$ cat src/rtl/load_store_unit_if.sv
// Data-memory bus between the load/store unit (master) and memory (slave).
// The unit holds a request until the memory answers with mem_ready.
interface load_store_unit_if;
  logic        mem_req;
  logic        mem_we;
  logic [31:0] mem_addr;
  logic [31:0] mem_wdata;
  logic [3:0]  mem_wstrb;
  logic        mem_ready;
  logic [31:0] mem_rdata;

  modport master (
    output mem_req,
    output mem_we,
    output mem_addr,
    output mem_wdata,
    output mem_wstrb,
    input  mem_ready,
    input  mem_rdata
  );

  modport slave (
    input  mem_req,
    input  mem_we,
    input  mem_addr,
    input  mem_wdata,
    input  mem_wstrb,
    output mem_ready,
    output mem_rdata
  );
endinterface

$ cat src/rtl/load_store_unit.sv
// RV32I load/store unit: one data-memory transaction per request, load result
// formatting and a registered register-file write port. Illegal, misaligned and
// timed-out accesses raise a one-cycle error and never write the register file.
module load_store_unit #(
  parameter int unsigned TIMEOUT = 255
) (
  input  logic                      clk,
  input  logic                      rst_n,
  input  logic                      start,
  input  logic                      is_store,
  input  logic [2:0]                funct3,
  input  logic [31:0]               addr,
  input  logic [31:0]               store_data,
  input  logic [4:0]                rd_in,
  load_store_unit_if.master         mem,
  output logic [4:0]                rd,
  output logic [31:0]               rd_data,
  output logic                      reg_write_enable,
  output logic                      busy,
  output logic                      done,
  output logic                      error
);

  localparam logic [1:0] StIdle   = 2'd0;
  localparam logic [1:0] StAccess = 2'd1;
  localparam logic [1:0] StWb     = 2'd2;

  logic [1:0]  state_q, state_d;
  logic        mem_req_q, mem_req_d;
  logic        mem_we_q, mem_we_d;
  logic [31:0] mem_addr_q, mem_addr_d;
  logic [31:0] mem_wdata_q, mem_wdata_d;
  logic [3:0]  mem_wstrb_q, mem_wstrb_d;
  logic        is_store_q, is_store_d;
  logic [2:0]  funct3_q, funct3_d;
  logic [1:0]  offset_q, offset_d;
  logic [4:0]  rd_in_q, rd_in_d;
  logic [7:0]  wait_q, wait_d;
  logic [4:0]  rd_q, rd_d;
  logic [31:0] rd_data_q, rd_data_d;
  logic        rwe_q, rwe_d;
  logic        done_q, done_d;
  logic        error_q, error_d;

  logic        req_legal;
  logic        req_misaligned;
  logic [31:0] lane_wdata;
  logic [3:0]  lane_wstrb;
  logic [31:0] rdata_shifted;
  logic [31:0] load_result;

  // Decode the incoming request: funct3 legality, alignment and store lanes.
  always_comb begin
    req_legal = 1'b0;
    if (is_store) begin
      req_legal = (funct3 == 3'b000) || (funct3 == 3'b001) || (funct3 == 3'b010);
    end else begin
      req_legal = (funct3 == 3'b000) || (funct3 == 3'b001) || (funct3 == 3'b010) ||
                  (funct3 == 3'b100) || (funct3 == 3'b101);
    end
    req_misaligned = ((funct3[1:0] == 2'b01) && addr[0]) ||
                     ((funct3[1:0] == 2'b10) && (addr[1:0] != 2'b00));
    case (funct3[1:0])
      2'b00: begin
        lane_wdata = {4{store_data[7:0]}};
        lane_wstrb = 4'b0001 << addr[1:0];
      end
      2'b01: begin
        lane_wdata = {2{store_data[15:0]}};
        lane_wstrb = 4'b0011 << addr[1:0];
      end
      default: begin
        lane_wdata = store_data;
        lane_wstrb = 4'b1111;
      end
    endcase
  end

  // Align the read word to the accessed byte and sign/zero-extend.
  always_comb begin
    rdata_shifted = mem.mem_rdata >> {offset_q, 3'b000};
    case (funct3_q)
      3'b000:  load_result = {{24{rdata_shifted[7]}}, rdata_shifted[7:0]};
      3'b001:  load_result = {{16{rdata_shifted[15]}}, rdata_shifted[15:0]};
      3'b100:  load_result = {24'h000000, rdata_shifted[7:0]};
      3'b101:  load_result = {16'h0000, rdata_shifted[15:0]};
      default: load_result = rdata_shifted;
    endcase
  end

  // Next-state logic for the IDLE -> ACCESS -> WB sequence.
  always_comb begin
    state_d     = state_q;
    mem_req_d   = mem_req_q;
    mem_we_d    = mem_we_q;
    mem_addr_d  = mem_addr_q;
    mem_wdata_d = mem_wdata_q;
    mem_wstrb_d = mem_wstrb_q;
    is_store_d  = is_store_q;
    funct3_d    = funct3_q;
    offset_d    = offset_q;
    rd_in_d     = rd_in_q;
    wait_d      = wait_q;
    rd_d        = rd_q;
    rd_data_d   = rd_data_q;
    rwe_d       = 1'b0;
    done_d      = 1'b0;
    error_d     = 1'b0;

    case (state_q)
      StIdle: begin
        if (start) begin
          is_store_d = is_store;
          funct3_d   = funct3;
          offset_d   = addr[1:0];
          rd_in_d    = rd_in;
          if (!req_legal || req_misaligned) begin
            error_d = 1'b1;
          end else begin
            state_d     = StAccess;
            mem_req_d   = 1'b1;
            mem_we_d    = is_store;
            mem_addr_d  = {addr[31:2], 2'b00};
            mem_wdata_d = lane_wdata;
            mem_wstrb_d = is_store ? lane_wstrb : 4'b0000;
            wait_d      = 8'd0;
          end
        end
      end
      StAccess: begin
        // A ready in the last allowed wait cycle still completes normally.
        if (mem.mem_ready) begin
          state_d     = StWb;
          mem_req_d   = 1'b0;
          mem_we_d    = 1'b0;
          mem_wstrb_d = 4'b0000;
          wait_d      = 8'd0;
          done_d      = 1'b1;
          if (!is_store_q && (rd_in_q != 5'd0)) begin
            rwe_d     = 1'b1;
            rd_d      = rd_in_q;
            rd_data_d = load_result;
          end
        end else if (wait_q == 8'(TIMEOUT - 1)) begin
          state_d     = StIdle;
          mem_req_d   = 1'b0;
          mem_we_d    = 1'b0;
          mem_wstrb_d = 4'b0000;
          wait_d      = 8'd0;
          error_d     = 1'b1;
        end else begin
          wait_d = wait_q + 8'd1;
        end
      end
      StWb: begin
        state_d = StIdle;
      end
      default: begin
        state_d = StIdle;
      end
    endcase
  end

  // State and output registers; reset clears everything immediately.
  always_ff @(posedge clk or negedge rst_n) begin
    if (!rst_n) begin
      state_q     <= StIdle;
      mem_req_q   <= 1'b0;
      mem_we_q    <= 1'b0;
      mem_addr_q  <= 32'd0;
      mem_wdata_q <= 32'd0;
      mem_wstrb_q <= 4'b0000;
      is_store_q  <= 1'b0;
      funct3_q    <= 3'd0;
      offset_q    <= 2'd0;
      rd_in_q     <= 5'd0;
      wait_q      <= 8'd0;
      rd_q        <= 5'd0;
      rd_data_q   <= 32'd0;
      rwe_q       <= 1'b0;
      done_q      <= 1'b0;
      error_q     <= 1'b0;
    end else begin
      state_q     <= state_d;
      mem_req_q   <= mem_req_d;
      mem_we_q    <= mem_we_d;
      mem_addr_q  <= mem_addr_d;
      mem_wdata_q <= mem_wdata_d;
      mem_wstrb_q <= mem_wstrb_d;
      is_store_q  <= is_store_d;
      funct3_q    <= funct3_d;
      offset_q    <= offset_d;
      rd_in_q     <= rd_in_d;
      wait_q      <= wait_d;
      rd_q        <= rd_d;
      rd_data_q   <= rd_data_d;
      rwe_q       <= rwe_d;
      done_q      <= done_d;
      error_q     <= error_d;
    end
  end

  assign mem.mem_req       = mem_req_q;
  assign mem.mem_we        = mem_we_q;
  assign mem.mem_addr      = mem_addr_q;
  assign mem.mem_wdata     = mem_wdata_q;
  assign mem.mem_wstrb     = mem_wstrb_q;
  assign rd                = rd_q;
  assign rd_data           = rd_data_q;
  assign reg_write_enable  = rwe_q;
  assign busy              = (state_q != StIdle);
  assign done              = done_q;
  assign error             = error_q;

endmodule

$ cat src/flat_wrapper.sv
// flat-port wrapper written by rule: the top's interface ports become plain ports
module load_store_unit_flat 
#(
  parameter int unsigned TIMEOUT = 255
)
  (clk, rst_n, start, is_store, funct3, addr, store_data, rd_in, rd, rd_data, reg_write_enable, busy, done, error, mem_mem_req, mem_mem_we, mem_mem_addr, mem_mem_wdata, mem_mem_wstrb, mem_mem_ready, mem_mem_rdata);
  load_store_unit_if mem_i ();
  input  logic clk;
  input  logic rst_n;
  input  logic start;
  input  logic is_store;
  input  logic [2:0] funct3;
  input  logic [31:0] addr;
  input  logic [31:0] store_data;
  input  logic [4:0] rd_in;
  output logic [4:0] rd;
  output logic [31:0] rd_data;
  output logic reg_write_enable;
  output logic busy;
  output logic done;
  output logic error;
  output wire logic [$bits(mem_i.mem_req)-1:0] mem_mem_req;
  output wire logic [$bits(mem_i.mem_we)-1:0] mem_mem_we;
  output wire logic [$bits(mem_i.mem_addr)-1:0] mem_mem_addr;
  output wire logic [$bits(mem_i.mem_wdata)-1:0] mem_mem_wdata;
  output wire logic [$bits(mem_i.mem_wstrb)-1:0] mem_mem_wstrb;
  input wire logic [$bits(mem_i.mem_ready)-1:0] mem_mem_ready;
  input wire logic [$bits(mem_i.mem_rdata)-1:0] mem_mem_rdata;
  assign mem_mem_req = mem_i.mem_req;
  assign mem_mem_we = mem_i.mem_we;
  assign mem_mem_addr = mem_i.mem_addr;
  assign mem_mem_wdata = mem_i.mem_wdata;
  assign mem_mem_wstrb = mem_i.mem_wstrb;
  assign mem_i.mem_ready = mem_mem_ready;
  assign mem_i.mem_rdata = mem_mem_rdata;
  load_store_unit #(.TIMEOUT(TIMEOUT)) u_core (.clk(clk), .rst_n(rst_n), .start(start), .is_store(is_store), .funct3(funct3), .addr(addr), .store_data(store_data), .rd_in(rd_in), .mem(mem_i), .rd(rd), .rd_data(rd_data), .reg_write_enable(reg_write_enable), .busy(busy), .done(done), .error(error));
endmodule
$ cat config.mk
export PLATFORM = sky130hd
export DESIGN_NAME = load_store_unit_flat
export DESIGN_NICKNAME = d
export VERILOG_FILES = /design/src/rtl/load_store_unit_if.sv /design/src/rtl/load_store_unit.sv /design/src/flat_wrapper.sv
export SDC_FILE = /design/constraint.sdc
export NUM_CORES = 1
export LEC_CHECK = 0
export CAP_MARGIN = 20
export CORE_ASPECT_RATIO = 0.9
export CORE_MARGIN = 1.5
export CORE_UTILIZATION = 45
export DETAILED_ROUTE_END_ITERATION = 7
export PLACE_DENSITY_LB_ADDON = 0.08
export REMOVE_ABC_BUFFERS = 1
export SLEW_MARGIN = 20
export SYNTH_ARGS = -nofsm -noshare
export SYNTH_HDL_FRONTEND = slang
export SYNTH_SLANG_ARGS = --single-unit
$ cat constraint.sdc
create_clock -name clk -period 1.9 [get_ports clk]
set_clock_uncertainty 0.05 [all_clocks]
set_input_delay 0.285 -clock clk [delete_from_list [all_inputs] [get_ports clk]]
set_output_delay 0.285 -clock clk [all_outputs]
set_load 0.02 [all_outputs]
## Word-level counts from Yosys, hierarchy flattened

Index checks and enable logic that the tools add are counted.
Widths: inputs -> output; s select.

- Flip-flop bits (word level): 129
- Bits in latches: 0
- Bits in writable memories: 0
- ROM bits: 0
- Input bits: 109
- Output and inout bits: 111
- Word-level logic and storage cells: 98
- Memories kept: 0

- $add $sub $neg: 1
- Multipliers: 0
- Div/mod/pow operators: 0
- $lt $le $gt $ge: 0
- Equal/unequal tests: 14
- Shift operators: 3
- Multiplexer cells: 38
- Bitwise logic cells: 1
- Reductions and logical operators: 25

Operator list:

| operator | number |
|---|---|
| $pmux 32 s4 | 1 |
| $pmux 32 s2 | 1 |
| $mux 8 | 4 |
| $shr 32x5->32 | 1 |
| $mux 4 | 5 |
| $mux 1 | 16 |
| $pmux 4 s2 | 2 |
| $pmux 8 s2 | 1 |
| $eq 3x3->1 const B | 4 |
| $reduce_and 3->1 | 4 |
| $add 8x1->8 const B | 1 |
| $eq 8x8->1 const B | 1 |
| $mux 2 | 4 |
| $eq 3x1->1 const B | 2 |
| $logic_not 3->1 | 2 |
| $logic_or 1x1->1 | 6 |
| $pmux 1 s2 | 3 |
| $reduce_bool 2->1 | 3 |
| $reduce_bool 5->1 | 1 |
| $eq 2x1->1 const B | 2 |
| $logic_not 2->1 | 2 |
| $ne 2x2->1 const B | 2 |
| $pmux 2 s2 | 1 |
| $reduce_and 4->1 | 1 |
| other kinds (9) | 12 |

## Logic depth before layout (Yosys ltp)

Gate-level depths: netlist of run 1.

- Depth after elaboration: 11
- Gate-level depth with buffers: 7
- Depth with buffers taken out: 6

## Least setup slack after synthesis of run 1

No wires, ideal clock.

- Path kind: reg-to-reg
- Start point: register u_core.rd_in_q[0]
- End point: register u_core.rd_data_q[16], in the netlist u_core.rd_data[16]
- Setup time: 0.124 ns
- Data arrival time: 1.546 ns
- Required time: 1.726 ns
- Slack: 0.180 ns
- Stages on the path, launching flop included: 6
- Path buffers: 1
- Period minus slack after synthesis: 1.720 ns
- Cell sequence: dfrtp_1 -> or4_1 -> o21ai_2 -> a2111o_2 -> buf_6 -> nand3_2

- Longest elaborated chain between the ends: 3

Ends and longest elaborated chain:

| what | RTL line | RTL |
|---|---|---|
| start: declaration | load_store_unit.sv:37 | `logic [4:0] rd_in_q, rd_in_d;` |
| start signal: assignment | load_store_unit.sv:193 | `rd_in_q <= rd_in_d;` |
| $reduce_bool 5->1 | load_store_unit.sv:139 | `if (!is_store_q && (rd_in_q != 5'd0)) begin` |
| $logic_and 1x1->1 | load_store_unit.sv:139 |  |
| $reduce_and 3->1 (no source line) | -- |  |
| end signal: assignment | load_store_unit.sv:196 | `rd_data_q <= rd_data_d;` |
| end: declaration | load_store_unit.sv:40 | `logic [31:0] rd_data_q, rd_data_d;` |

No other way between the ends.
A chain may end at the register's enable or synchronous reset.

## Final worst setup path of run 1

- Start point: register u_core.rd_in_q[4]
- End point: register u_core.rd_data_q[25], in the netlist u_core.rd_data[25]

Same word-level chain as after synthesis.

==> results of run 1 <==
report_power, final:
group	leakage [nW]	switching (mW)	internal, mW
combinational	2.31	2.34	2.40
sequential	1.60	0.548	3.63
clock	0.276	1.13	1.97
total	4.19	4.02	7.99
cell usage after synthesis, drive strengths merged:
master	number	area, um^2
nand2	75	281.5
mux2i	40	400.4
nand4	1	6.260
a2bb2oi	2	17.52
and2	7	43.79
buf	24	145.1
and3b	2	17.52
mux4	1	22.52
or3b	1	8.760
nor3b	2	20.02
mux2	56	630.6
nand3	32	210.2
and4bb	1	12.51
nor4	4	31.28
a2111o	1	12.51
or4	1	7.510
o211ai	3	22.52
o21ba	1	10.01
o21bai	2	26.28
ha	2	25.02
or2	5	31.28
a21o	5	37.54
a221oi	1	15.01
nor2b	2	12.51
o31ai	3	22.52
nor2	39	146.4
or3	1	6.260
clkbuf	10	37.54
o311ai	1	8.760
conb	1	3.750
o31a	1	8.760
a21bo	1	10.01
and2b	1	7.510
a22o	2	17.52
a21oi	28	140.1
inv	4	15.01
o2bb2ai	3	26.28
o21ai	48	244.0
dfrtp	129	3228
stage by stage:
step	hold WS, ps	cell area [um^2]
floorplan	-60.59	5792
global placement	228.7	8611
detailed placement	235.3	8611
CTS	338.9	9176
global route	346.4	9283
finish	323.8	9283
state kept, by name, indices dropped and copies added, names as in the netlist:
| name | cells |
|---|---|
| u_core.wait_q | 8 |
| u_core.funct3_q | 3 |
| u_core.error | 1 |
| u_core.mem.mem_we | 1 |
| u_core.mem.mem_wdata | 32 |
| u_core.rd | 5 |
| u_core.rd_in_q | 5 |
| u_core.state_q | 2 |
| u_core.rd_data | 32 |
| u_core.mem.mem_req | 1 |
| u_core.done | 1 |
| u_core.mem.mem_addr | 30 |
| u_core.is_store_q | 1 |
| u_core.mem.mem_wstrb | 4 |
| u_core.offset_q | 2 |
| u_core.reg_write_enable | 1 |
logic make-up after synthesis:
family	Yosys count
fa+ha+maj	2
other cells	1
buf+inv	38
compound gates	102
mux	97
simple gates	174
flops	129
per-layer routing:
layer  track usage, %  vias up
li1                 -     2404
met1            30.54     2526
met2            41.14      193
met3            10.68       39
met4            9.502        0
met5                0        -
repair_timing:
action / CTS / global route
endpoints found under the hold margin: 28 / 0
resized for setup: 2 / 7
hold buffers: 1 / 0
setup buffers: 0 / 7
gates cloned: 0 / 1
pin swaps: 0 / 5
endpoints found under the setup margin: 6 / 22
area by class of cell:
| class | count | area share, % |
|---|---|---|
| clock buffers | 23 | 5.041 |
| clock inverters | 7 | 0.9166 |
| inverters | 4 | 0.1617 |
| multi-input cells | 377 | 27.86 |
| flip-flops and latches | 129 | 34.80 |
| well taps | 164 | 2.211 |
| repair buffers | 272 | 29.01 |
final timing paths:
check	start	to	slack, ps	cells past startpoint
setup / recovery	u_core.rd_in_q[4]	u_core.rd_data[25]	40	7
hold / removal	rst_n	u_core.state_q[1]	320	2
setup reg to reg	u_core.rd_in_q[4]	u_core.rd_data[25]	40	7
hold reg to reg	u_core.rd[3]	u_core.rd[3]	420	2
max in group asynchronous	rst_n	u_core.mem.mem_addr[26]	920	3
min in group clk	u_core.rd[3]	u_core.rd[3]	420	2
==> reports/metrics.csv, run 1 <==
stage;metric;value;unit
run_status;status;complete, no violations;
cts;worstSkewPairLatency;410;ps
pwr;leakage;4.187;nW
finish;nNetsFinal;912;
critical_path;slowest_stage;or4_4;
cts;cts_buffer_depth;2;
global_routing;track_usage;25.44;%
detailed_routing;wl_met2;8034;um
detailed_routing;route.met3.wl;1492;um
critical_path;crit_fanout;22;
global_routing;overflow;0;
synthesis;synth-simple-area-share;14.12;%
detailed_routing;wl;17130;um
finish;final_cell_mix;clkdlybuf4s50_1, dfrtp_1, nand2_1;
critical_path;worst_setup_path_end_kind;flip-flop;
placement;pre_cts_ws;-238.4;ps
timing;finalHoldViolations;0;
finish;syn2layout_area_growth;55.47;%
timing;finalCritPeriodShare;97.90;%
pwr;power_density;1294;nW/um^2
finish;multi_input_area;2586;um^2
synthesis;synth.distinct_cells;50;
timing;timing.fmax;0.5376;GHz
run;maxCapViolCount;0;
synthesis;synth-compound-area-share;10.37;%
pwr;finalPower;12.01;mW
synthesis;synthAdderAreaFrac;0.4191;%
finish;n_fill_cell;913;
floorplan;fp-row-count;39;
synthesis;synthCells;543;
detailed_routing;m1WireLength;7119;um
detailed_routing;first_pass_iters;4;
synthesis;syn_area;5971;um^2
detailed_routing;dr_total_vias;5162;
synthesis;muxShareOfSynthArea;17.64;%
timing;setup_ws;39.92;ps
cts;tritoncts;done;
timing;rsz0062_at_grt;true;
global_routing;grt_pass1_wl;28040;um
placement;place_inst;937;
cts;cts_buffers;17;
finish;drive_above_1_share;20.57;%
timing;finalSetupViolCount;0;
pwr;ir_drop;815.9;uV
detailed_routing;ant_nets;0;
placement;routabilityCongestion;0.8012;
cts;ctsHtreeMaxLevel;4;
global_routing;grt_max_degree;51;
critical_path;criticalPathCategory;flip-flop to flip-flop;
finish;finalNonFillerCells;976;
critical_path;max_stage_delay;560;ps
synthesis;ys_seq_area_share;54.07;%
detailed_routing;drt_iter0_markers;271;
floorplan;num_io_pins;220;
floorplan;die-width;124.4;um
critical_path;cp_num_buf_inv;3;
critical_path;cp_cell_sequence;or4_4 > o21ai_4 > buf_6 > inv_2 > buf_12 > nand3_1 > nand3_2;
timing;tns;0;ps
detailed_routing;vias_per_cell;5.289;
timing;slew_violations;0;
critical_path;cp.required;2140;ps
finish;final_common_cell;clkdlybuf4s50_1;
synthesis;ys_ff_latch;129;
placement;numPortBuffers;217;
global_routing;grt_antenna_before_repair;0;
floorplan;start_util;46.52;%
detailed_routing;top_layer;met4;
finish;diodes;0;
synthesis;synth_top_family_by_area;multiplexers;
floorplan;dieArea;13970;um^2
detailed_routing;drc;0;
critical_path;cp_data_arrival_time;2100;ps
min_path;worstHoldPathType;input pin to async pin;
synthesis;ys_warn_count;0;
floorplan;die_h;112.3;um
critical_path;startpoint_type;flip-flop;
cts;clock-sinks;129;
cts;cts_root_buf;clkbuf_16;
timing;post-route-min-period;1860;ps
synthesis;synth_xor_xnor_area_share;0;%
placement;dp_hpwl;12230;um
finish;regArea;3231;um^2
floorplan;coreArea;12830;um^2
cts;cts.clk_slew.worst_paths;50;ps
global_routing;grt_pass1_vias;5476;
detailed_routing;avgRoutedWirePerCell;17.55;um
synthesis;syn_area_per_cell;11.00;um^2
finish;postLayoutCoreUtil;72.33;%
critical_path;path_delay_family;simple AND/OR/NAND/NOR gates;
Power figures use the tool's default switching activity.
==> inputs of run 2 (changes only) <==
- GPL_ROUTABILITY_DRIVEN: not set -> 1
==> results of run 2 <==
No change in the layout: final DEF, timing and power equal those of run 1.
==> inputs of run 3 (changes only) <==
==> constraint.sdc (replaced) <==
create_clock -name clk -period 1.9 [get_ports clk]
set_clock_uncertainty 0.05 [all_clocks]
set_input_delay 0.38 -clock clk [delete_from_list [all_inputs] [get_ports clk]]
set_output_delay 0.38 -clock clk [all_outputs]
set_load 0.02 [all_outputs]
==> reports/metrics.csv, run 3 (synthesized netlist as in run 1, its figures left out) <==
stage;metric;value;unit;change
cts;worstSkewPairLatency;420;ps;about the same
critical_path;max_stage_delay;650;ps;+90 ps
critical_path;cp_num_buf_inv;1;;-2
detailed_routing;ant_nets;0;;unchanged
critical_path;worst_setup_path_end_kind;output port;;
run;maxCapViolCount;0;;unchanged
finish;final_common_cell;clkdlybuf4s50_1;;
cts;tritoncts;done;;
global_routing;overflow;0;;unchanged
timing;finalSetupViolCount;0;;unchanged
detailed_routing;drt_iter0_markers;276;;+1.8%
detailed_routing;vias_per_cell;5.217;;-1.4%
critical_path;slowest_stage;clkdlybuf4s50_1;;
finish;final_cell_mix;clkdlybuf4s50_1, dfrtp_1, nand2_1;;
global_routing;grt_max_degree;51;;unchanged
critical_path;criticalPathCategory;flip-flop to output port;;
timing;hold_slack;364.9;ps;+41.07 ps
cts;cts.clk_slew.worst_paths;50;ps;about the same
run_status;status;complete, no violations;;
timing;slew_violations;0;;unchanged
detailed_routing;drc;0;;unchanged
placement;dp_hpwl;12040;um;-1.6%
cts;clock-sinks;129;;unchanged
global_routing;grt_antenna_before_repair;0;;unchanged
cts;cts_buffers;17;;unchanged
finish;nNetsFinal;907;;-0.55%
finish;drive_above_1_share;19.83;%;-0.74 points
finish;syn2layout_area_growth;54.97;%;
timing;post-route-min-period;1863;ps;+2.717 ps
critical_path;path_delay_family;buffers and inverters;;
critical_path;startpoint_type;flip-flop;;
critical_path;crit_fanout;2;;-91%
cts;ctsHtreeMaxLevel;4;;unchanged
timing;timing.fmax;0.5368;GHz;-0.15%
cts;cts_buffer_depth;2;;unchanged
pwr;power_density;1310;nW/um^2;+1.3%
cts;cts_root_buf;clkbuf_16;;
detailed_routing;avgRoutedWirePerCell;17.26;um;-1.6%
floorplan;die-width;124.4;um;unchanged
timing;finalHoldViolations;0;;unchanged
floorplan;die_h;112.3;um;unchanged
floorplan;fp-row-count;39;;unchanged
placement;numPortBuffers;217;;unchanged
critical_path;cp_data_arrival_time;1430;ps;-670 ps
critical_path;cp.required;1470;ps;-670 ps
pwr;leakage;4.167;nW;-0.47%
floorplan;start_util;46.52;%;unchanged
floorplan;dieArea;13970;um^2;unchanged
detailed_routing;wl;16760;um;-2.1%
global_routing;track_usage;24.69;%;-0.75 points
placement;routabilityCongestion;0.8000;;-0.15%
detailed_routing;first_pass_iters;5;;+1
critical_path;cp_cell_sequence;clkdlybuf4s50_1;;
detailed_routing;dr_total_vias;5066;;-1.9%
floorplan;num_io_pins;220;;unchanged
finish;diodes;0;;unchanged
global_routing;grt_pass1_wl;27170;um;-3.1%
pwr;ir_drop;834.8;uV;+2.3%
pwr;finalPower;12.12;mW;+0.93%
floorplan;coreArea;12830;um^2;unchanged
global_routing;grt_pass1_vias;5416;;-1.1%
min_path;worstHoldPathType;input pin to async pin;;
timing;finalCritPeriodShare;98.04;%;+0.14 points
-- run 3: changes by cell type in the layout (fill, tap and decap cells not counted), sizes merged --
cell,change
bufinv,+1
clkinv,-2
dlygate4sd2,-1
clkbuf,+1
buf,-4
-- run 3: final cells by class --
| type | instances | area, um^2 |
|---|---|---|
| fillers | 930 | 3581 |
| flip-flops and latches | 129 | 3231 |
| repair buffers | 267 | 2634 |
| multi-input cells | 377 | 2581 |
| clock buffers | 24 | 481.7 |
| well taps | 164 | 205.2 |
| clock inverters | 6 | 105.1 |
| inverters | 4 | 15.01 |
-- run 3: where the power goes --
group	switching, mW	internal, mW
Combinational	2.31	2.38
Clock	1.13	2.14
Sequential	0.529	3.63
-- run 3: worst register-to-register path, stage by stage (launching register included) --
cell	delay, ps
dfrtp_1	390
or4_4	540
o21ai_2	190
buf_6	160
inv_2	50
buf_12	150
nand3_1	90
nand3_1	100
-- run 3: repair_timing --
action / 4_1_cts / 5_1_grt
hold buffers: 1 / 0
gates cloned: 0 / 0
gates resized for setup: 5 / 4
buffers inserted: 1 / 3
setup endpoints to repair: 2 / 21
pin swaps: 0 / 3
endpoints found under the hold margin: 19 / 0
-- run 3: through the flow --
| step | TNS [ps] | util (%) | area, um^2 | std cells | worst slack, ps |
|---|---|---|---|---|---|
| after floorplan | -165420 | - | 5792 | 510 | -2319 |
| final | 0 | 72.10 | 9253 | 971 | 37.20 |
| after CTS | 0 | 71.79 | 9214 | 968 | 11.48 |
| after detailed placement | -23150 | 67.04 | 8603 | 936 | -356.1 |
| after global routing | -5.755 | 72.10 | 9253 | 971 | -2.941 |
| after global placement | -18660 | 67.04 | 8603 | 936 | -257.1 |
-- run 3: routing by layer --
metal  vias up  track usage, %  wire, um
met5         -               0         0
met4         0           9.502       328
met3        24           10.68      1595
met2       196           39.60      7915
met1      2437           29.60      6922
li1       2409               -         -
-- run 3: path summary, 6_finish.rpt --
check	cells after the start	slack [ps]	start	to
max	1	40	u_core.mem.mem_wstrb[2]	mem_mem_wstrb[2]
min	2	360	rst_n	u_core.done
max reg2reg	7	50	u_core.rd_in_q[0]	u_core.rd_data[20]
min reg2reg	2	420	u_core.rd[0]	u_core.rd[0]
max in group asynchronous	3	890	rst_n	u_core.mem.mem_wdata[0]
min in group clk	2	420	u_core.rd[0]	u_core.rd[0]
